$ cat config.mk
export PLATFORM = sky130hd
export DESIGN_NAME = pause_dim_ctl
export DESIGN_NICKNAME = d
export VERILOG_FILES = /design/src/rtl/pause_dim_ctl.sv
export SDC_FILE = /design/constraint.sdc
export NUM_CORES = 1
export LEC_CHECK = 0
export CAP_MARGIN = 20
export CORE_AREA = 4 4 72 74
export DETAILED_ROUTE_END_ITERATION = 10
export DIE_AREA = 0 0 76 78
export PLACE_DENSITY = 0.58
export SLEW_MARGIN = 20
export SYNTH_ARGS = -nofsm -noshare
export SYNTH_HDL_FRONTEND = slang
export SYNTH_SLANG_ARGS = --single-unit
$ cat constraint.sdc
create_clock -name clk_sys -period 2.2 [get_ports clk_sys]
set_clock_uncertainty 0.05 [all_clocks]
set_input_delay 0.22 -clock clk_sys [delete_from_list [all_inputs] [get_ports clk_sys]]
set_output_delay 0.22 -clock clk_sys [all_outputs]
set_load 0.02 [all_outputs]
$ cat src/rtl/pause_dim_ctl.sv
// Pause and screen-dim controller between the arcade core video output and the video pipeline.
// User and OSD pauses are applied at frame boundaries, and the external request is applied at once.
// After a programmable paused interval, each RGB channel is right-shifted.
//
// state       | meaning
// ------------+---------------------------------------------------------------
// running     | pause_cpu=0, timer held at 0, video passes straight through
// paused      | pause_cpu=1, timer counting towards DIM_CYCLES
// paused_dim  | timer saturated at DIM_CYCLES, rgb_out channels shifted down
module pause_dim_ctl #(
    parameter int RW         = 3,
    parameter int GW         = 3,
    parameter int BW         = 2,
    parameter int DIM_CYCLES = 240000000,
    parameter int DIM_SHIFT  = 1
) (
    input  logic                  clk_sys,
    input  logic                  reset,
    input  logic                  user_button,
    input  logic                  osd_open,
    input  logic                  osd_pause_en,
    input  logic                  pause_request,
    input  logic                  dim_en,
    input  logic                  vblank,
    input  logic [RW+GW+BW-1:0]   rgb_in,
    output logic                  pause_cpu,
    output logic                  user_paused,
    output logic                  dimmed,
    output logic [RW+GW+BW-1:0]   rgb_out
);

    localparam int              TW     = $clog2(DIM_CYCLES + 1);
    localparam int              W      = RW + GW + BW;
    localparam logic [TW-1:0]   DIM_TC = TW'(DIM_CYCLES);

    logic          btn_q;
    logic          vblank_q;
    logic          soft_paused;
    logic [TW-1:0] timer;

    logic          soft_want;
    logic          vblank_rise;
    logic [RW-1:0] r_dim;
    logic [GW-1:0] g_dim;
    logic [BW-1:0] b_dim;

    assign soft_want   = user_paused | (osd_open & osd_pause_en);
    assign vblank_rise = vblank & ~vblank_q;

    // Each channel is shifted on its own, so no bit crosses into a neighbouring channel.
    assign r_dim = rgb_in[W-1 -: RW]     >> DIM_SHIFT;
    assign g_dim = rgb_in[GW+BW-1 -: GW] >> DIM_SHIFT;
    assign b_dim = rgb_in[BW-1:0]        >> DIM_SHIFT;

    always_ff @(posedge clk_sys) begin
        if (reset) begin
            // Loading the live button level prevents a button held through reset from toggling.
            btn_q       <= user_button;
            user_paused <= 1'b0;
            vblank_q    <= 1'b0;
            soft_paused <= 1'b0;
            pause_cpu   <= 1'b0;
            timer       <= '0;
            dimmed      <= 1'b0;
            rgb_out     <= '0;
        end else begin
            btn_q    <= user_button;
            vblank_q <= vblank;

            if (user_button && !btn_q)
                user_paused <= ~user_paused;

            if (vblank_rise)
                soft_paused <= soft_want;

            pause_cpu <= soft_paused | pause_request;

            if (!pause_cpu || !dim_en)
                timer <= '0;
            else if (timer != DIM_TC)
                timer <= timer + TW'(1);

            // The live gating lets the dimmed flag drop on the first clock after an unpause.
            dimmed <= (timer == DIM_TC) && pause_cpu && dim_en;

            if (dimmed)
                rgb_out <= {r_dim, g_dim, b_dim};
            else
                rgb_out <= rgb_in;
        end
    end

endmodule

-- Word-level counts from Yosys, hierarchy flattened
Index checks and enable logic that the tools add are counted.
- bits of input ports: 16
- register bits after elaboration: 42
- eq/ne operators: 2
- multiplexer cells: 1
- bitwise operators: 6
- add/sub/neg operators: 1
- reductions and logical operators: 9
- operator list (kind ; count):
    $add A28 B1 Y28 const B ; 1
    $eq A28 B28 Y1 const B ; 1
    $ne A28 B28 Y1 const B ; 1
    $mux W7 ; 1
    $reduce_or A2 Y1 ; 2
    $logic_and A1 B1 Y1 ; 3
    $logic_not A1 Y1 ; 3
    $and A1 B1 Y1 ; 2
    $not A1 Y1 ; 2
    $or A1 B1 Y1 ; 2
    $logic_or A1 B1 Y1 ; 1

-- Longest topological paths before layout
Gate-level depths: netlist (run 1).
- depth in word-level cells: 3
- gate-level depth with buffers: 7
- gate-level depth less buffers: 7

-- Worst setup path after synthesis (run 1)
Ideal clock, no wire load.
- kind: register to register
- start point: register timer[0]
- end point: register timer[1]
- path slack: 0.523 ns
- library setup time: 0.128 ns
- arrival time: 1.500 ns
- cell stages (with the launch flop): 8
- data required time: 2.022 ns
- clock period less this slack: 1.677 ns
- path through: dfxtp_1 > inv_1 > ha_1 > nor4b_1 > nand2_1 > nor4_4 > mux2i_1 > nor2_1
- cells in the longest elaborated chain, start to end: 1
- elaborated cells on any way between the ends: 2
- classes of those cells: add/sub (1); eq/ne (1)
- ends and longest elaborated chain (element ; line ; source):
    from (decl) ; 39 ; logic [TW-1:0] timer;
    from (signal assigned) ; 81 ; timer <= timer + TW'(1);
    $add A28 B1 Y28 or $ne A28 B28 Y1 (tied branches) ; 81, 80 ;
Parallel ways exist; a longest one is shown, timed or not.
A chain may end at the register's enable or synchronous reset.

-- Worst setup path after layout (run 1)
Ends and elaborated chain as after synthesis.

==> results of run 1 <==
## power breakdown
group / internal [mW] / leakage, nW / switching [mW]
clock: 0.363 / 0.0573 / 0.246
sequential: 0.774 / 0.342 / 0.00594
combinational: 0.0537 / 0.363 / 0.0388
total: 1.19 / 0.762 / 0.291
## stage by stage
stage | cells | power [mW] | area, um^2
after global routing | 277 | 1.55 | 2210
after floorplan | 193 | 0.837 | 1780
after detailed placement | 270 | 0.892 | 2100
after global placement | 270 | 0.892 | 2100
final | 277 | 1.48 | 2210
after CTS | 277 | 1.51 | 2210
## critical path, delay by kind of cell, from the launching register on
| family | cells | cell delay [ps] |
|---|---|---|
| and+or+nand+nor | 4 | 910 |
| adders and majority gates | 1 | 160 |
| muxes | 1 | 240 |
| buffers and inverters | 1 | 100 |
| DFF | 1 | 340 |
## final timing paths
check                end        start  slack, ps  depth (start not counted)
max             timer[1]     timer[0]        280                          7
min reg2reg  soft_paused     vblank_q        440                          2
min                btn_q  user_button        340                          1
max reg2reg     timer[1]     timer[0]        280                          7
## layout make-up
| class | instances | area share, % |
|---|---|---|
| Sequential cell | 42 | 38.0 |
| Inverter | 3 | 0.509 |
| Clock buffer | 6 | 3.73 |
| Multi-Input combinational cell | 141 | 40.2 |
| Timing Repair Buffer | 30 | 13.1 |
| Tap cell | 54 | 3.05 |
| Clock inverter | 1 | 1.36 |
## sequential cells by signal, indices dropped and copies added (netlist names)
| register | cells |
|---|---|
| user_paused | 1 |
| vblank_q | 1 |
| btn_q | 1 |
| soft_paused | 1 |
| dimmed | 1 |
| timer | 28 |
| pause_cpu | 1 |
| rgb_out | 8 |
## cell usage in the layout, fill, tap and decap left out, types with 3 or more instances in the layout
master            n
dfxtp_1          42
nor2_1           37
clkdlybuf4s50_1  26
xor2_1           20
nand3_1          12
nand2_1          11
nand4_1          10
a21oi_1           6
mux2i_1           6
clkbuf_8          6
xnor2_1           4
and2_1            4
buf_4             4
inv_1             3
o21ai_0           3
or3_1             3
nor2b_1           3
## metal layers
metal  GRT usage (%)  wire (um)  vias up
li1                -          -      719
met1            14.7       1600      626
met2            18.2       1440       30
met3            5.22        251        4
met4            3.74         25        0
met5               0          0        -
## logic make-up (layout without fill, tap and decap cells)
family / count (synthesis) / in the layout
flops: 42 / 42
buf+inv: 10 / 40
compound gates: 10 / 10
xor+xnor: 24 / 24
simple gates: 99 / 99
mux: 6 / 6
fa+ha+maj: 2 / 2
==> metrics.cfg, run 1 <==
[routing]
first_pass_iters=4
wirelength_um=3320
wl_per_cell_um=12.0
drt_iter0_drc=46
viasPerCell=4.98
postRouteAntennaNets=0
vias=1379
drc=0

[worst_setup_path]
crit_chain=inv_1 > ha_1 > nor4b_1 > nand2_1 > nor4_4 > mux2i_1 > nor2_1
start_kind=flop
worstPathMaxFanout=8
end_kind=flop
worstPathArrival_ps=2040
crit_slowest_cell=nor4_4
required_ps=2320
worstSetupPathType=flop to flop
slowest_delay_ps=500

[clock_network]
cts.htree.levels=2
post_cts_buffers=0
clockBufferDepth=2
cts_made_buffers=5
clkLatencyLatePin_ps=280
cts_hold_buf=0
cts_sinks=42
cts_tree=yes
clk_pin_slew_ps=80
cts_resized=0
cts_root_buf=clkbuf_8

[grt]
overflow=0
grt_usage_pct=11.8
grt_antenna_before_repair=0
grt_pass1_vias=1341
grt_start_max_net_pins=30
grt_pass1_wl_um=5830

[pwr]
p_leak_nw=0.762
ir_worst_vdd_mv=0.300
p_per_area_nw_per_um2=670

[yosys]
synth_top_family_by_area=simple AND/OR/NAND/NOR gates
synthFlopType=dfxtp_1
avgSynthCellArea_um2=9.23
yosys-top-cells-count=42 x dfxtp_1, 37 x nor2_1, 20 x xor2_1, 12 x nand3_1, 11 x nand2_1
synth_area_leader_cell=dfxtp_1
synth_cells=193
syn_nets=211
synth_area_um2=1780
synth_cell_types=34
synth_xor_area_share_pct=11.8
synth_seq_cells=42
synth_compound_area_share_pct=3.02
yosysMostFrequentCell=dfxtp_1
yosysTopAreaCellShare_pct=47.2
ys.warnings.count=0
synth_seq_area_share_pct=47.2
synthArstFlopShare_pct=0
synth_adder_area_share_pct=1.40
ys_top_cells_by_area=dfxtp_1 47%, xor2_1 9.8%, nor2_1 7.8%
synth_edf_count=0
muxShareOfSynthArea_pct=3.37
yosys.area_share.simple_pct=30.4

[placement]
dp_hpwl_um=2400
io_buffers=26
gp_congestion=0.778
pre_cts_ws_ps=305

[timing]
finalMaxSlewViolations=0
period_needed_ps=1920
setup_slack_ps=284
slew_headroom_pct=67.3
hold_violations=0
setup_viol=0
finalCritPeriodShare_pct=87.1
tightest_slew_ps=487
rsz0062_at_grt=no
fin_tns_setup_ps=0
fmax_mhz=522
fin_hold_ws_ps=342

[job]
drv_cap=0

[finish]
antennaDiodeCount=0
seq_area_um2=841
multi_input_area_um2=891
nNetsFinal=241
layout-drive-gt1-share_pct=8.52
num-fill-cells=436
final_util_pct=48.1
area_delta_synth_final_pct=24.2

[run_status]
status=complete, no violations

[floorplanning]
io_pins=27
fp-row-count=25
start_util_pct=38.7
chipWidth_um=76
core_area_um2=4600
dieArea_um2=5930
chipHeight_um=78

[min_path]
hold_path.class=input port to flop

Power figures use the tool's default switching activity.
==> inputs of run 2 (changes only) <==
- CAP_MARGIN: 20 -> 30
==> results of run 2 <==
Same layout as run 1: the final DEF is identical, and so are final timing and power.
